--- config.mk ---
export PLATFORM = sky130hd
export DESIGN_NAME = slave_in_port_flat
export DESIGN_NICKNAME = d
export VERILOG_FILES = /design/src/rtl/slave_in_port_pkg.sv /design/src/rtl/slave_in_port_if.sv /design/src/rtl/slave_in_port_serial_capture.sv /design/src/rtl/slave_in_port.sv /design/src/flat_wrapper.sv
export SDC_FILE = /design/constraint.sdc
export NUM_CORES = 1
export LEC_CHECK = 0
export ABC_AREA = 1
export CORE_ASPECT_RATIO = 1.5
export CORE_MARGIN = 3
export CORE_UTILIZATION = 54
export DETAILED_ROUTE_END_ITERATION = 8
export PLACE_DENSITY = 0.95
export REMOVE_ABC_BUFFERS = 1
export SLEW_MARGIN = 15
export SYNTH_ARGS = -nofsm -noshare
export SYNTH_HDL_FRONTEND = slang
export SYNTH_SLANG_ARGS = --single-unit
--- constraint.sdc ---
create_clock -name clk -period 3.9 [get_ports clk]
set_input_delay 0.78 -clock clk [delete_from_list [all_inputs] [get_ports clk]]
set_output_delay 0.78 -clock clk [all_outputs]
set_load 0.02 [all_outputs]
--- src/rtl/slave_in_port_pkg.sv ---
// Shared types and defaults for the serial bus slave input port.
package slave_in_port_pkg;

  localparam int unsigned ADDR_LEN_DEF = 12;
  localparam int unsigned DATA_LEN_DEF = 8;

  typedef enum logic [1:0] {
    IDLE      = 2'd0,
    RECEIVE   = 2'd1,
    COMMIT    = 2'd2,
    READ_RESP = 2'd3
  } state_e;

  typedef enum logic [1:0] {
    OP_INACTIVE = 2'b00,
    OP_WRITE    = 2'b10,
    OP_READ     = 2'b11
  } op_e;

  function automatic int unsigned max_len(input int unsigned a, input int unsigned b);
    return (a > b) ? a : b;
  endfunction

endpackage

--- src/rtl/slave_in_port_if.sv ---
// Serial master-to-slave lanes plus the parallel local-memory request side.
interface slave_in_port_if
  import slave_in_port_pkg::*;
#(
  parameter int unsigned ADDR_LEN = ADDR_LEN_DEF,
  parameter int unsigned DATA_LEN = DATA_LEN_DEF
);
  logic                selected;
  logic                master_valid;
  logic                write_en;
  logic                read_en;
  logic                rx_address;
  logic                rx_data;
  logic                mem_busy;
  logic                resp_done;
  logic                slave_ready;
  logic [ADDR_LEN-1:0] mem_addr;
  logic [DATA_LEN-1:0] mem_wdata;
  logic                mem_write;
  logic                mem_read;
  logic                rx_done;
  logic                frame_error;

  modport slave (
    input  selected, master_valid, write_en, read_en, rx_address, rx_data,
           mem_busy, resp_done,
    output slave_ready, mem_addr, mem_wdata, mem_write, mem_read, rx_done,
           frame_error
  );

  modport master (
    output selected, master_valid, write_en, read_en, rx_address, rx_data,
           mem_busy, resp_done,
    input  slave_ready, mem_addr, mem_wdata, mem_write, mem_read, rx_done,
           frame_error
  );
endinterface

--- src/rtl/slave_in_port_serial_capture.sv ---
// Bit-indexed capture register: stores din into bit idx when enabled; indices past LEN are dropped.
module serial_capture #(
  parameter int unsigned LEN   = 8,
  parameter int unsigned IDX_W = 4
) (
  input  logic             clk,
  input  logic             reset,
  input  logic             clear,
  input  logic             en,
  input  logic [IDX_W-1:0] idx,
  input  logic             din,
  output logic [LEN-1:0]   value
);

  always_ff @(posedge clk or negedge reset) begin
    if (!reset) begin
      value <= '0;
    end else if (clear) begin
      value <= '0;
    end else begin
      for (int unsigned i = 0; i < LEN; i++) begin
        if (en && (idx == IDX_W'(i))) value[i] <= din;
      end
    end
  end

endmodule

--- src/rtl/slave_in_port.sv ---
// Slave input port: accepts an LSB-first serial frame, then issues one write or read
// request to local memory; reads keep the slave busy until the response is sent.
module slave_in_port
  import slave_in_port_pkg::*;
#(
  parameter int unsigned ADDR_LEN = ADDR_LEN_DEF,
  parameter int unsigned DATA_LEN = DATA_LEN_DEF
) (
  input logic            clk,
  input logic            reset,
  slave_in_port_if.slave bus
);

  localparam int unsigned N     = max_len(ADDR_LEN, DATA_LEN);
  localparam int unsigned CNT_W = $clog2(N) + 1;

  state_e           state, state_d;
  op_e              op, op_d;
  logic [CNT_W-1:0] count, count_d;
  logic             slave_ready_d, mem_write_d, mem_read_d, rx_done_d, frame_error_d;
  logic             cap_en, cap_clear;
  logic [CNT_W-1:0] cap_idx;
  logic             beat_ok;

  assign beat_ok = bus.master_valid && bus.selected;

  always_ff @(posedge clk or negedge reset) begin
    if (!reset) begin
      state           <= IDLE;
      op              <= OP_INACTIVE;
      count           <= '0;
      bus.slave_ready <= 1'b0;
      bus.mem_write   <= 1'b0;
      bus.mem_read    <= 1'b0;
      bus.rx_done     <= 1'b0;
      bus.frame_error <= 1'b0;
    end else begin
      state           <= state_d;
      op              <= op_d;
      count           <= count_d;
      bus.slave_ready <= slave_ready_d;
      bus.mem_write   <= mem_write_d;
      bus.mem_read    <= mem_read_d;
      bus.rx_done     <= rx_done_d;
      bus.frame_error <= frame_error_d;
    end
  end

  always_comb begin
    state_d       = state;
    op_d          = op;
    count_d       = count;
    slave_ready_d = bus.slave_ready;
    mem_write_d   = 1'b0;
    mem_read_d    = 1'b0;
    rx_done_d     = 1'b0;
    frame_error_d = 1'b0;
    cap_en        = 1'b0;
    cap_clear     = 1'b0;
    cap_idx       = count;

    case (state)
      IDLE: begin
        slave_ready_d = !bus.mem_busy;
        if (beat_ok && (bus.write_en || bus.read_en) && bus.slave_ready) begin
          op_d          = bus.read_en ? OP_READ : OP_WRITE;
          cap_en        = 1'b1;
          cap_idx       = '0;
          count_d       = CNT_W'(1);
          slave_ready_d = 1'b1;
          state_d       = RECEIVE;
        end
      end

      RECEIVE: begin
        if (beat_ok) begin
          cap_en        = 1'b1;
          slave_ready_d = 1'b1;
          if (count == CNT_W'(N - 1)) begin
            count_d       = '0;
            slave_ready_d = 1'b0;
            state_d       = COMMIT;
          end else begin
            count_d = count + CNT_W'(1);
          end
        end else begin
          // Frame broken mid-way: report it, leave captured lanes as they are.
          frame_error_d = 1'b1;
          count_d       = '0;
          slave_ready_d = 1'b0;
          state_d       = IDLE;
        end
      end

      COMMIT: begin
        slave_ready_d = 1'b0;
        if (!bus.mem_busy) begin
          rx_done_d = 1'b1;
          if (op == OP_READ) begin
            mem_read_d = 1'b1;
            state_d    = READ_RESP;
          end else begin
            mem_write_d = 1'b1;
            state_d     = IDLE;
          end
        end
      end

      READ_RESP: begin
        slave_ready_d = 1'b0;
        if (bus.resp_done) state_d = IDLE;
      end

      default: begin
        state_d       = IDLE;
        op_d          = OP_INACTIVE;
        count_d       = '0;
        slave_ready_d = 1'b0;
        cap_clear     = 1'b1;
      end
    endcase
  end

  serial_capture #(.LEN(ADDR_LEN), .IDX_W(CNT_W)) u_addr_cap (
    .clk   (clk),
    .reset (reset),
    .clear (cap_clear),
    .en    (cap_en),
    .idx   (cap_idx),
    .din   (bus.rx_address),
    .value (bus.mem_addr)
  );

  serial_capture #(.LEN(DATA_LEN), .IDX_W(CNT_W)) u_data_cap (
    .clk   (clk),
    .reset (reset),
    .clear (cap_clear),
    .en    (cap_en),
    .idx   (cap_idx),
    .din   (bus.rx_data),
    .value (bus.mem_wdata)
  );

endmodule

--- src/flat_wrapper.sv ---
// flat-port wrapper written by rule: the top's interface ports become plain ports
module slave_in_port_flat import slave_in_port_pkg::*;
#(
  parameter int unsigned ADDR_LEN = ADDR_LEN_DEF,
  parameter int unsigned DATA_LEN = DATA_LEN_DEF
)
  (clk, reset, bus_selected, bus_master_valid, bus_write_en, bus_read_en, bus_rx_address, bus_rx_data, bus_mem_busy, bus_resp_done, bus_slave_ready, bus_mem_addr, bus_mem_wdata, bus_mem_write, bus_mem_read, bus_rx_done, bus_frame_error);
  slave_in_port_if #(.ADDR_LEN(ADDR_LEN), .DATA_LEN(DATA_LEN)) bus_i ();
  input logic clk;
  input logic reset;
  input wire logic [$bits(bus_i.selected)-1:0] bus_selected;
  input wire logic [$bits(bus_i.master_valid)-1:0] bus_master_valid;
  input wire logic [$bits(bus_i.write_en)-1:0] bus_write_en;
  input wire logic [$bits(bus_i.read_en)-1:0] bus_read_en;
  input wire logic [$bits(bus_i.rx_address)-1:0] bus_rx_address;
  input wire logic [$bits(bus_i.rx_data)-1:0] bus_rx_data;
  input wire logic [$bits(bus_i.mem_busy)-1:0] bus_mem_busy;
  input wire logic [$bits(bus_i.resp_done)-1:0] bus_resp_done;
  output wire logic [$bits(bus_i.slave_ready)-1:0] bus_slave_ready;
  output wire logic [$bits(bus_i.mem_addr)-1:0] bus_mem_addr;
  output wire logic [$bits(bus_i.mem_wdata)-1:0] bus_mem_wdata;
  output wire logic [$bits(bus_i.mem_write)-1:0] bus_mem_write;
  output wire logic [$bits(bus_i.mem_read)-1:0] bus_mem_read;
  output wire logic [$bits(bus_i.rx_done)-1:0] bus_rx_done;
  output wire logic [$bits(bus_i.frame_error)-1:0] bus_frame_error;
  assign bus_i.selected = bus_selected;
  assign bus_i.master_valid = bus_master_valid;
  assign bus_i.write_en = bus_write_en;
  assign bus_i.read_en = bus_read_en;
  assign bus_i.rx_address = bus_rx_address;
  assign bus_i.rx_data = bus_rx_data;
  assign bus_i.mem_busy = bus_mem_busy;
  assign bus_i.resp_done = bus_resp_done;
  assign bus_slave_ready = bus_i.slave_ready;
  assign bus_mem_addr = bus_i.mem_addr;
  assign bus_mem_wdata = bus_i.mem_wdata;
  assign bus_mem_write = bus_i.mem_write;
  assign bus_mem_read = bus_i.mem_read;
  assign bus_rx_done = bus_i.rx_done;
  assign bus_frame_error = bus_i.frame_error;
  slave_in_port #(.ADDR_LEN(ADDR_LEN), .DATA_LEN(DATA_LEN)) u_core (.clk(clk), .reset(reset), .bus(bus_i));
endmodule
==> results of run 1 <==
-- sequential cells by signal (all words and copies together) (netlist names), 2 cells and up --
| register | count |
|---|---|
| u_core.count | 5 |
| u_core.op | 2 |
| u_core.state | 2 |
| u_core.u_addr_cap.value | 12 |
| u_core.u_data_cap.value | 8 |
-- cells by family (layout without fill, tap and decap cells) --
logic type,Yosys count,after routing
simple gates,119,119
flops,34,34
buf+inv,26,64
compound gates,15,15
xor+xnor,2,2
fa+ha+maj,1,1
-- path summary, 6_finish.rpt --
kind                       slack (ns)                                     end                                    from
max in group asynchronous        2.69             u_core.count[4]$_DFFE_PN0P_                                   reset
setup / recovery                 1.62  u_core.u_addr_cap.value[0]$_DFFE_PN0P_                            bus_selected
setup reg to reg                 2.17  u_core.u_addr_cap.value[0]$_DFFE_PN0P_             u_core.state[0]$_DFFE_PN0P_
hold reg to reg                  0.47  u_core.u_data_cap.value[3]$_DFFE_PN0P_  u_core.u_data_cap.value[3]$_DFFE_PN0P_
hold / removal                   0.47  u_core.u_data_cap.value[3]$_DFFE_PN0P_  u_core.u_data_cap.value[3]$_DFFE_PN0P_
min in group asynchronous        0.90             u_core.count[1]$_DFFE_PN0P_                                   reset
-- metal layers --
metal / GRT usage, % / vias to the layer above / wire, um
met4: 9.33 / 0 / 60
li1: - / 708 / -
met3: 5.21 / 5 / 151
met5: 0 / - / 0
met2: 39.2 / 31 / 1940
met1: 21.2 / 663 / 1300
-- Yosys cell counts (2+ instances only) --
cell type / count / area (um2)
nand4_1: 7 / 43.8
buf_2: 3 / 15.0
dfrtp_1: 34 / 851
nand2_2: 3 / 18.8
inv_1: 20 / 75.1
nor2_1: 8 / 30.0
xor2_1: 2 / 17.5
o21ai_1: 5 / 25.0
o21ai_0: 7 / 35.0
nor2_4: 5 / 56.3
nand3_1: 19 / 95.1
inv_2: 2 / 7.51
nand2_1: 64 / 240
nor2_2: 3 / 18.8
nand3_2: 5 / 50.1
-- worst max-delay path, delay by kind of cell --
| kind | cells | cell delay [ns] |
|---|---|---|
| buf+inv | 1 | 0.47 |
| simple gates | 6 | 0.83 |
| compound gates | 1 | 0.38 |
-- cell type report --
class	instances	area share (%)
Clock inverter	2	0.470
Timing Repair Buffer	35	16.3
Tap cell	39	2.29
Clock buffer	5	3.23
Inverter	22	3.88
Multi-Input combinational cell	137	33.9
Sequential cell	34	39.9
-- where the power goes --
group	total [mW]	switching (mW)	internal, mW
registers	0.504	0.0683	0.436
clock network	0.238	0.119	0.119
logic	0.495	0.300	0.195
-- metrics by stage --
stage	total power, mW	instance area, um2	cells	hold slack [ns]
after floorplan	0.812	1660	193	0.434
after global placement	0.991	2050	267	0.453
after detailed placement	1.01	2050	267	0.458
after CTS	1.25	2130	274	0.475
final	1.24	2130	274	0.469
after global routing	1.33	2130	274	0.496
==> metrics.md, run 1 <==
| Metric | Value |
|---|---|
| Row count | `24` |
| Total number of vias | `1407` |
| Fin Clk Skew | `0.00478 ns` |
| HPWL Detailed | `2640 um` |
| PD cells | `around 580 nW/um2` |
| Type of the tightest min-delay check | `register to register` |
| Root buf cell | `clkbuf_8` |
| Mux share of post-synthesis cell area | `0%` |
| Diode count | `0` |
| Top Ports | `35` |
| Total CTS buffers | `5` |
| Highest Clock Rate | `between 400 and 500 MHz` |
| Status | `complete, no violations` |
| GPL Wtd Cong | `0.875` |
| Final nets | `246` |
| Compound-gate portion of the synthesized area | `5.28%` |
| Drt drc | `0` |
| Antenna-violating nets left | `0` |
| DIE WIDTH | `51.6 um` |
| Worst EP required | `4.07 ns` |
| Critical path type | `input pin to register` |
| Largest family of logic cells by synthesized area | `simple AND/OR/NAND/NOR gates` |
| Max-cap violation count | `0` |
| Synthesized netlist cell count | `197` |
| Die area | `3830 um2` |
| Synth Area in Simple Gates | `35.9%` |
| Final Hold Vio Count | `0` |
| WL/cell | `12.6 um` |
| P_leak | `1.02 nW` |
| RSZ-0062 raised after global routing | `false` |
| Multi-input logic area | `722 um2` |
| CTS tree | `done` |
| Fin util | `72.4%` |
| Main synth FF type | `dfrtp_1` |
| Total negative slack | `0 ns` |
| Hold depth | `2` |
| Crit-path max FO | `13` |
| Unique masters post-synth | `25` |
| Storage cell area | `851 um2` |
| Die Y | `74.3 um` |
| Final Worst Setup Slack | `1.62 ns` |
| Initial antenna violation count | `0` |
| Worst-margin pin slew | `0.455 ns` |
| Peak VDD IR | `0.000489 V` |
| Fraction of layout instances using a drive strength above 1 | `12.8%` |
| Maximum clock path buffer count | `2` |
| Pre-CTS setup slack | `1.35 ns` |
| Final Max Tran Viols | `0` |
| Most frequent cells in the layout | `nand2_1 (64), clkdlybuf4s50_1 (34), dfrtp_1 (34), inv_1 (20), nand3_1 (19)` |
| Post-synth EDFFs | `0` |
| Setup violators final | `0` |
| Tcrit/Tclk final | `58.5%` |
| Final period demand of the worst path | `2.28 ns` |
| Sequential fraction of the synthesis area | `50.6%` |
| Average size of a mapped cell | `8.54 um2` |
| Hold buffer count at CTS | `0` |
| Slew headroom | `69.4%` |
| Post-Synth XOR/XNOR Area | `1.04%` |
| Layout area overhead | `26.7%` |
| Gr usage total | `between 20% and 30%` |
| Max stage delay on crit path | `0.47 ns` |
| Final wirelength | `3450 um` |
| Fillers | `approximately 240` |
| CTS resizes | `0` |
| Worst Path Arrival | `2.45 ns` |
| Clk sinks | `34` |
| Adder-cell share of the synthesized area | `less than 1%` |
| Crit-path cells | `clkdlybuf4s50_1, nand2_2, nor2_4, nand3_2, o21ai_1, nand3_1, nand2_1, nand2_1` |
| Yosys reg bits | `34` |
| Core area | `2940 um2` |
| Vias per inst | `5.14` |
| Grt total ovfl | `0` |
| Clk Latency, worst-skew pair | `just under 0.3 ns` |
| Largest net degree at the start of global routing | `35` |
| Post-CTS Repair Setup Buffers | `0` |
| Synth warn | `0` |
| Crit end category | `register` |
| DRT iter0 DRCs | `45` |
| Initial core utilization | `57.1%` |
| Clk slew on worst S/H paths | `about 0.060 ns` |
| First-pass iteration count of the detailed router | `4` |
| Commonest non-fill, non-tap cell in the layout | `nand2_1` |
| CP max-delay cell | `clkdlybuf4s50_1` |
| Synth Cell Area | `between 1500 and 2000 um2` |
| CP startpoint kind | `input pin` |
| First-pass GRT wire length | `5980 um` |
| Post-synth ARST share | `100%` |
| CTS H-tree depth | `2` |
| Vias in the first global route | `1429` |
| FF-to-FF path depth | `6` |
| Worst path most repeated cell | `nand2_1` |
| PortBufs | `34` |
Note: power is estimated with default switching activity, not from simulation.
==> run 2: changes to the inputs <==
- CORE_UTILIZATION: 54 -> 45
- PLACE_DENSITY: 0.95 -> 0.85
- clock period: 3.9 -> 2 ns (I/O delays scaled with it)
==> run 2 against run 1 <==
Compared with the run above: power up 99%; non-clock buffer count grew 3; final cell count increased by 2.6%; sequential cell count is the same; via count shrank 1.6%; critical endpoint is now bus_mem_addr[0]; largest cell class unchanged; largest power group unchanged.
==> metrics.md, run 2 (synthesis gave the netlist of run 1 again) <==
| Metric | Value |
|---|---|
| Total number of vias | `1385 (-1.6%)` |
| Crit-path max FO | `2 (-11)` |
| DIE WIDTH | `55.9 um (+8.4%)` |
| P_leak | `1.04 nW (+1.7%)` |
| Critical path type | `register to output port` |
| Pre-CTS setup slack | `0.0965 ns (-1.25 ns)` |
| Layout area overhead | `29.0%` |
| Post-CTS Repair Setup Buffers | `0 (unchanged)` |
| Largest Register | `u_core.u_addr_cap.value` |
| Vias in the first global route | `1304 (-8.7%)` |
| Overall power | `2.46 mW (+99%)` |
| First-pass iteration count of the detailed router | `4 (unchanged)` |
| Fin Clk Skew | `0.00432 ns (-0.000459 ns)` |
| CTS resizes | `0 (unchanged)` |
| Type of the tightest min-delay check | `register to register` |
| Final wirelength | `3230 um (-6.3%)` |
| RSZ-0062 raised after global routing | `false` |
| Switch Pwr | `951 uW (+95%)` |
| Die Y | `80.9 um (+8.8%)` |
| Crit path buf inv count | `1 (unchanged)` |
| Final Max Tran Viols | `0 (unchanged)` |
| CP startpoint kind | `register` |
| Comb pwr share | `39.3% (-0.7 points)` |
| Commonest non-fill, non-tap cell in the layout | `nand2_1` |
| Tcrit/Tclk final | `83.1%` |
| Flop pwr share | `39.9% (-0.9 points)` |
| CTS H-tree depth | `2 (unchanged)` |
| Peak VDD IR | `0.000937 V (+92%)` |
| Root buf cell | `clkbuf_8` |
| Fraction of layout instances using a drive strength above 1 | `13.8% (+1.0 points)` |
| Crit-path cells | `clkdlybuf4s50_1` |
| Int Power | `1.51 mW (+100%)` |
| Final nets | `249 (+1.2%)` |
| Clk slew on worst S/H paths | `0.07 ns (about the same)` |
| Drt drc | `0 (unchanged)` |
| Worst EP required | `1.60 ns (-2.47 ns)` |
| Largest registers | `u_core.u_addr_cap.value: 12 flops, u_core.u_data_cap.value: 8 flops, u_core.count: 5 flops` |
| Number of flip-flops in the largest register | `12 (unchanged)` |
| Final Worst Setup Slack | `0.339 ns (-1.28 ns)` |
| Grt total ovfl | `0 (unchanged)` |
| Dpl cells | `273 (+2.2%)` |
| DRT iter0 DRCs | `44 (-2.2%)` |
| Antenna-violating nets left | `0 (unchanged)` |
| Maximum clock path buffer count | `2 (unchanged)` |
| PD cells | `1140 nW/um2 (+96%)` |
| Sw Ratio | `38.6% (-0.78 points)` |
| Status | `complete, no violations` |
| CP max-delay cell | `clkdlybuf4s50_1` |
| FF-to-FF path depth | `7 (+1)` |
| Row count | `26 (+8.3%)` |
| Highest Clock Rate | `602 MHz` |
| Crit end category | `output port` |
| Clk Latency, worst-skew pair | `0.28 ns (about the same)` |
| Initial antenna violation count | `0 (unchanged)` |
| Hold depth | `2 (unchanged)` |
| Slew headroom | `70.6% (+1.2 points)` |
| Max-cap violation count | `0 (unchanged)` |
| PortBufs | `34 (unchanged)` |
| Final Hold Vio Count | `0 (unchanged)` |
| Post-Layout Cell Count | `281 (+2.6%)` |
| Setup violators final | `0 (unchanged)` |
| Vias per inst | `4.93 (-4.0%)` |
| Top Ports | `35 (unchanged)` |
| Clock power frac | `20.8% (+1.5 points)` |
| Largest net degree at the start of global routing | `35 (unchanged)` |
| Crit path max-delay family | `buffers and inverters` |
| Most frequent cells in the layout | `nand2_1 (64), clkdlybuf4s50_1 (34), dfrtp_1 (34), inv_1 (20), nand3_1 (19)` |
| Fin util | `61.8% (-11 points)` |
| Gr usage total | `15.7% (-5.2 points)` |
| CTS tree | `done` |
| Total CTS buffers | `5 (unchanged)` |
| Total negative slack | `0 ns (unchanged)` |
| Crit path depth | `1 (-7)` |
| Fillers | `307 (+26%)` |
| Worst Path Arrival | `1.26 ns (-1.19 ns)` |
| Final period demand of the worst path | `1.66 ns` |
| First-pass GRT wire length | `5520 um (-7.7%)` |
| Worst-margin pin slew | `0.438 ns (-0.0171 ns)` |
| Hold buffer count at CTS | `0 (unchanged)` |
| Max stage delay on crit path | `0.61 ns (+0.14 ns)` |
| Core area | `3510 um2 (+19%)` |
| Initial core utilization | `47.9% (-9.3 points)` |
| WL/cell | `11.5 um (-8.7%)` |
| Die area | `4520 um2 (+18%)` |
| Diode count | `0 (unchanged)` |
| GPL Wtd Cong | `0.817 (-6.7%)` |
| Clk sinks | `34 (unchanged)` |
| HPWL Detailed | `2480 um (-6.2%)` |
## run 2: power by group through the flow
stage          registers (mW)  logic, mW  clock network [mW]
6_report                0.983      0.969               0.512
4_1_cts                 0.982      0.981               0.527
3_3_place_gp            0.991      0.956                   0
2_1_floorplan            1.11      0.470                   0
3_5_place_dp            0.993      0.977                   0
5_1_grt                  1.00       1.07               0.558
## run 2: per-stage QoR
step	area [um2]	hold WS [ns]
2_1_floorplan	1660	0.104
3_3_place_gp	2080	0.447
5_1_grt	2170	0.505
3_5_place_dp	2080	0.459
4_1_cts	2170	0.476
6_report	2170	0.470
## run 2: cell type report
class | instances | area, um2 | area share, %
clock buffer | 7 | 86.3 | 3.98
clock inverter | 1 | 5.00 | 0.231
inverter | 22 | 82.6 | 3.81
multi-input combinational | 137 | 722 | 33.3
sequential | 34 | 851 | 39.2
tap | 42 | 52.6 | 2.42
timing repair buffer | 38 | 370 | 17.1
## run 2: final timing paths
kind / startpoint / to / slack (ns)
setup / recovery: u_core.u_addr_cap.value[0]$_DFFE_PN0P_ / bus_mem_addr[0] / 0.34
hold / removal: u_core.op[1]$_DFFE_PN0N_ / u_core.op[1]$_DFFE_PN0N_ / 0.47
setup reg to reg: u_core.state[0]$_DFFE_PN0P_ / u_core.u_data_cap.value[0]$_DFFE_PN0P_ / 0.49
hold reg to reg: u_core.op[1]$_DFFE_PN0N_ / u_core.op[1]$_DFFE_PN0N_ / 0.47
max in group asynchronous: reset / u_core.u_addr_cap.value[2]$_DFFE_PN0P_ / 1.19
min in group asynchronous: reset / u_core.bus.frame_error$_DFF_PN0_ / 0.51
## run 2: routing by layer
| metal | vias up | track usage, % | part of all wire [%] |
|---|---|---|---|
| met5 | - | 0 | 0 |
| li1 | 709 | - | - |
| met1 | 639 | 17.4 | 42 |
| met4 | 0 | 6.41 | 1.7 |
| met2 | 29 | 28.7 | 52 |
| met3 | 8 | 3.82 | 4.3 |
==> run 3: changes to the inputs <==
- CORE_UTILIZATION: 45 -> 50
- PLACE_DENSITY: 0.85 -> 0.89
- clock period: 2 -> 1.7 ns (I/O delays scaled with it)
==> run 3 against run 2 <==
Compared with the run above: routed wire length up 8.0%; core utilization up 7.8 points; sequential power up 18%; first-iteration DRC count down 48%; power up 22%; non-clock buffer count up 7; count of clock-buffer cells in the layout unchanged; clock skew up 0.0021 ns; via count up 3.9%.
==> metrics.md, run 3 (synthesis gave the netlist of run 1 again) <==
| Metric | Value |
|---|---|
| Gr usage total | `19.6% (+4.0 points)` |
| Finished Cell Area | `2220 um2 (+2.3%)` |
| Final Hold Vio Count | `0 (unchanged)` |
| Largest registers | `u_core.u_addr_cap.value: 12 flops, u_core.u_data_cap.value: 8 flops, u_core.count: 5 flops` |
| Peak VDD IR | `0.000901 V (-3.8%)` |
| Layout area overhead | `32.0%` |
| Total number of vias | `1439 (+3.9%)` |
| Largest net degree at the start of global routing | `35 (unchanged)` |
| Total negative slack | `0 ns (unchanged)` |
| Crit path max-delay family | `buffers and inverters` |
| PD cells | `1350 nW/um2 (+19%)` |
| DIE WIDTH | `53.4 um (-4.6%)` |
| Worst-margin pin slew | `0.422 ns (-0.0159 ns)` |
| Pre-CTS setup slack | `-0.120 ns (-0.216 ns)` |
| Post-Layout Cell Count | `286 (+1.8%)` |
| Clk sinks | `34 (unchanged)` |
| Initial antenna violation count | `0 (unchanged)` |
| Clk slew on worst S/H paths | `0.07 ns (about the same)` |
| Final Max Tran Viols | `0 (unchanged)` |
| Crit end category | `output port` |
| Total CTS buffers | `5 (unchanged)` |
| WL/cell | `12.2 um (+6.2%)` |
| Fraction of layout instances using a drive strength above 1 | `16.3% (+2.5 points)` |
| Diode count | `0 (unchanged)` |
| Antenna-violating nets left | `0 (unchanged)` |
| Worst EP required | `1.36 ns (-0.24 ns)` |
| GPL Wtd Cong | `0.908 (+11%)` |
| Final nets | `256 (+2.8%)` |
| Fin Clk Skew | `0.00639 ns (+0.00206 ns)` |
| Critical path type | `register to output port` |
| Top Ports | `35 (unchanged)` |
| Grt total ovfl | `0 (unchanged)` |
| Core area | `3190 um2 (-9.2%)` |
| CP startpoint kind | `register` |
| Multi-input logic area | `722 um2 (unchanged)` |
| CTS resizes | `0 (unchanged)` |
| Dpl cells | `278 (+1.8%)` |
| PortBufs | `34 (unchanged)` |
| Type of the tightest min-delay check | `input pin to async pin` |
| Overall power | `3.00 mW (+22%)` |
| Drt drc | `0 (unchanged)` |
| Comb pwr share | `41.5% (+2.2 points)` |
| Placed instance area | `2130 um2 (+2.4%)` |
| Int Power | `1.86 mW (+23%)` |
| Tcrit/Tclk final | `94.5%` |
| Storage cell area | `851 um2 (unchanged)` |
| Hold buffer count at CTS | `0 (unchanged)` |
| Final period demand of the worst path | `1.61 ns` |
| Maximum clock path buffer count | `2 (unchanged)` |
| HPWL Detailed | `2660 um (+7.4%)` |
| Post-CTS Repair Setup Buffers | `0 (unchanged)` |
| CTS H-tree depth | `2 (unchanged)` |
| Clk Latency, worst-skew pair | `0.29 ns (about the same)` |
| Crit-path max FO | `2 (unchanged)` |
| R2r setup slk | `0.24 ns (-0.25 ns)` |
| Reg2Reg Capture Point | `u_core.state[0]$_DFFE_PN0P_` |
| Commonest non-fill, non-tap cell in the layout | `nand2_1` |
| Slew headroom | `71.8% (+1.3 points)` |
| Sw Ratio | `38.2% (-0.42 points)` |
| DRT iter0 DRCs | `23 (-48%)` |
| Fillers | `261 (-15%)` |
| RR Startpoint | `u_core.count[1]$_DFFE_PN0P_` |
| Vias in the first global route | `1371 (+5.1%)` |
| Flop pwr share | `38.5% (-1.4 points)` |
| Setup violators final | `0 (unchanged)` |
| Max stage delay on crit path | `0.62 ns (about the same)` |
| Root buf cell | `clkbuf_8` |
| RSZ-0062 raised after global routing | `false` |
| Initial core utilization | `52.7% (+4.8 points)` |
| Crit-path cells | `clkdlybuf4s50_1` |
| FF-to-FF path depth | `6 (-1)` |
| CTS tree | `done` |
| Largest Register | `u_core.u_addr_cap.value` |
| Final Worst Setup Slack | `0.0933 ns (-0.246 ns)` |
| CP max-delay cell | `clkdlybuf4s50_1` |
| Row count | `25 (-3.8%)` |
| First-pass iteration count of the detailed router | `4 (unchanged)` |
| First-pass GRT wire length | `5840 um (+5.9%)` |
| Die area | `4110 um2 (-9.1%)` |
| Number of flip-flops in the largest register | `12 (unchanged)` |
| Clock power frac | `20.0% (-0.8 points)` |
| Max-cap violation count | `0 (unchanged)` |
| Status | `complete, no violations` |
| Crit path buf inv count | `1 (unchanged)` |
| Vias per inst | `5.03 (+2.1%)` |
| Highest Clock Rate | `622 MHz` |
| Switch Pwr | `1.15 mW (+21%)` |
| Die Y | `77.0 um (-4.8%)` |
| Worst Path Arrival | `1.27 ns (about the same)` |
| P_leak | `1.07 nW (+3.3%)` |
| Final wirelength | `3490 um (+8.0%)` |
| Most frequent cells in the layout | `nand2_1 (64), clkdlybuf4s50_1 (34), dfrtp_1 (34), inv_1 (20), nand3_1 (19)` |
run 3: worst max-delay path by stage:
stage | from | endpoint | slack [ns] | cells past startpoint
6_report | u_core.u_addr_cap.value[11]$_DFFE_PN0P_ | bus_mem_addr[11] | 0.09 | 1
5_1_grt | u_core.u_data_cap.value[5]$_DFFE_PN0P_ | bus_mem_wdata[5] | 0.05 | 1
4_1_cts | u_core.u_addr_cap.value[11]$_DFFE_PN0P_ | bus_mem_addr[11] | 0.08 | 1
3_5_place_dp | bus_master_valid | u_core.u_addr_cap.value[10]$_DFFE_PN0P_ | -0.12 | 9
3_3_place_gp | bus_master_valid | u_core.u_addr_cap.value[1]$_DFFE_PN0P_ | -0.08 | 9
2_1_floorplan | u_core.bus.slave_ready$_DFF_PN0_ | u_core.u_addr_cap.value[0]$_DFFE_PN0P_ | 0.18 | 7
run 3: layout make-up:
| class | instances | area share, % |
|---|---|---|
| Inverter | 22 | 3.72 |
| Sequential cell | 34 | 38.3 |
| Clock inverter | 1 | 0.225 |
| Tap cell | 40 | 2.25 |
| Clock buffer | 7 | 3.89 |
| Timing Repair Buffer | 45 | 19.1 |
| Multi-Input combinational cell | 137 | 32.5 |
run 3: layer usage:
| metal | up-vias | track usage [%] | wire [um] |
|---|---|---|---|
| li1 | 726 | - | - |
| met1 | 664 | 19.5 | 1340 |
| met2 | 39 | 34.8 | 1910 |
| met3 | 10 | 5.24 | 140 |
| met4 | 0 | 10.7 | 102 |
| met5 | - | 0 | 0 |
run 3: worst reg2reg max path, delay by kind of cell, from the launching register on:
kind	cells	cell delay [ns]
and+or+nand+nor	4	0.51
AOI/OAI and AO/OA	1	0.07
adders and majority gates	1	0.29
DFF	1	0.48
run 3: stage by stage:
stage,util [%],hold slack (ns)
final,69.6,0.449
after global routing,69.6,0.494
after CTS,69.6,0.463
after detailed placement,66.7,0.457
after global placement,66.7,0.446
after floorplan,-,0.0444
run 3: power groups by stage:
stage	Sequential [mW]	Clock [mW]	Combinational, mW
global route	1.18	0.651	1.36
detailed placement	1.17	0	1.25
floorplan	1.31	0	0.553
finish	1.16	0.602	1.25
CTS	1.16	0.617	1.26
global placement	1.16	0	1.22
==> RTL change, RTL diff (flow settings as in run 1) <==
Reset style: synchronous (`reset`), changed in 2 clocked blocks.
--- a/src/rtl/slave_in_port_serial_capture.sv
+++ b/src/rtl/slave_in_port_serial_capture.sv
@@ -12,7 +12,7 @@
   output logic [LEN-1:0]   value
 );
 
-  always_ff @(posedge clk or negedge reset) begin
+  always_ff @(posedge clk) begin
     if (!reset) begin
       value <= '0;
     end else if (clear) begin
--- a/src/rtl/slave_in_port.sv
+++ b/src/rtl/slave_in_port.sv
@@ -24,7 +24,7 @@
 
   assign beat_ok = bus.master_valid && bus.selected;
 
-  always_ff @(posedge clk or negedge reset) begin
+  always_ff @(posedge clk) begin
     if (!reset) begin
       state           <= IDLE;
       op              <= OP_INACTIVE;
Function: differs if reset is asserted again (counterexample within 4 cycles, from zero or initial values and one cycle with reset low); with reset held inactive, the same outputs for 10 cycles.
==> RTL change against run 1 <==
  * Fmax is 3.8% higher
  * Sequential cell count is the same
  * Worst setup slack better by 84 ps
  * Cell area shrank 6.2%
  * Core utilization is 0.68 points higher
  * Routed wire length down 2.1%
  * First-iteration DRC count unchanged
  * Area after synthesis fell by 6.6%
  * Global-route usage is 0.47 points higher
  * Count of clock-buffer cells in the layout rose by 2
Power is not compared: it rests on default switching activity, and its combinational part moved more than twofold at a synthesized area within 25%.
==> RTL change: results (changes against run 1) <==
[global_route]
grt_max_degree = 17  ; was 35
grt_pass1_wl_um = 5870  ; was 5980 µm
grt_util_met2 = 0.385  ; was 0.392
antenna_found_initial = 0  ; unchanged
gr-usage-met3 = 0.0534  ; was 0.0521
track_usage = 0.213  ; was 0.208
gr-usage-met1 = 0.196  ; was 0.212

[power]
vdd_ir_drop_max_v = 0.000416
p_leak_nw = 0.805

[detailed_routing]
num_vias = 1505  ; was 1407
drt_first_pass_iters = 4  ; unchanged
initialDrtViolationCount = 45  ; unchanged
wl_per_cell_um = 11.6  ; was 12.6 µm

[finish]
reg_top3 = u_core.u_addr_cap.value x12, u_core.u_data_cap.value x8, u_core.count x5  ; unchanged
final_layout_size_suffix_gt1_frac = 0.0866  ; was 0.128
fillerInstances = 223  ; was 243
nets = 265  ; was 246

[setup_path]
r2r_start = u_core.state[0]  ; unchanged
rrSetupSlack_ps = 2340  ; was 2170 ps
cpMaxStageDelayCell = clkdlybuf4s50_1  ; unchanged
worstPathMaxFanout = 11  ; was 13
reg2reg_to = u_core.u_addr_cap.value[3]  ; was u_core.u_addr_cap.value[0]

[clock_network]
cts_buffers = 5  ; unchanged
cts_resized = 0  ; unchanged
post_cts_buffers = 0  ; unchanged
clockBufferDepth = 2  ; unchanged
path_clk_slew_ps = 70
clk_latency_ps = 290  ; about the same
cts_root_buf = clkbuf_8  ; unchanged

[sta]
tightest_slew_ps = 454  ; was 455 ps
final-hold-violation-count = 0  ; unchanged
skew_ps = 6.19  ; was 4.78 ps

[worst_hold_path]
hp-start = u_core.op[1]  ; was u_core.u_data_cap.value[3]
hold_class = flip-flop to flip-flop  ; unchanged
min_to = u_core.op[1]  ; was u_core.u_data_cap.value[3]
worstHoldPathCells = 1  ; was 2

[synth]
synth_warnings = 0  ; unchanged
synthTopCellsByCount = 41 x nand2_1, 41 x nor2_1, 34 x dfxtp_1  ; was 64 x nand2_1, 34 x dfrtp_1, 20 x inv_1
ys_top_cells_by_area = dfxtp_1 43%, nand2_1 9.8%, nor2_1 9.8%  ; was dfrtp_1 51%, nand2_1 14%, nand3_1 5.7%
synth_seq_area_share = 0.433  ; was 0.506
synth_async_sr_flop_share = 0  ; was 1.00
synth_flop_cell = dfxtp_1  ; was dfrtp_1
ys_types = 26  ; was 25

[run_status]
status = complete, no violations  ; unchanged

[placed_design]
post-dp-hpwl_um = 2540  ; was 2640 µm
dpl_worst_slack_ps = 1400  ; was 1350 ps
place.gp.congestion = 0.847  ; was 0.875

[job]
maxCapViolations = 0  ; unchanged

## RTL change: changes by cell type after synthesis, sizes merged, moves of 3 or more
cell / change
a21oi: +19
clkinv: +3
dfrtp: -34
dfxtp: +34
inv: -3
nand2: -22
nand3: -4
nand4: -3
nor2: +31
o21ai: -3
## RTL change: worst max path at each step
stage	startpoint	to	slack, ps
2_1_floorplan	bus_master_valid	u_core.u_addr_cap.value[1]	2080
3_3_place_gp	bus_master_valid	u_core.u_addr_cap.value[1]	1500
3_5_place_dp	bus_master_valid	u_core.u_data_cap.value[3]	1400
4_1_cts	bus_master_valid	u_core.u_addr_cap.value[3]	1700
5_1_grt	bus_selected	u_core.u_addr_cap.value[1]	1550
6_report	bus_selected	u_core.u_addr_cap.value[3]	1700
## RTL change: layout make-up
cell class	instances	area (µm²)	share of cell area
multi-input cells	156	764	0.383
repair buffers	35	348	0.174
inverters	22	82.6	0.0413
clock buffers	7	76.3	0.0382
well taps	37	46.3	0.0232
flip-flops and latches	34	681	0.341
## RTL change: logic make-up after synthesis
kind of cell,after synthesis,synth area share
DFF,34,0.433
AOI/OAI and AO/OA,35,0.127
adders and majority gates,1,0.00797
and+or+nand+nor,120,0.351
buffers and inverters,28,0.0797
## RTL change: layer usage
layer	up-vias	part of all wire
li1	771	-
met1	681	0.39
met2	41	0.54
met3	12	0.040
met4	0	0.033
met5	-	0
## RTL change: critical path, delay by kind of cell
| family | cells | cell delay [ps] |
|---|---|---|
| buf+inv | 1 | 470 |
| simple gates | 5 | 740 |
| compound gates | 2 | 400 |
## RTL change: through the flow
step	area, µm²	cells	hold slack, ps
after global placement	1920	284	450
after CTS	2000	291	471
after global routing	2000	291	480
after detailed placement	1920	284	458
final	2000	291	469
after floorplan	1530	212	441
## RTL change: power breakdown
part | switching (mW) | total (mW) | internal, mW
logic | 0.105 | 0.171 | 0.0662
clock network | 0.118 | 0.240 | 0.123
registers | 0.0198 | 0.387 | 0.367
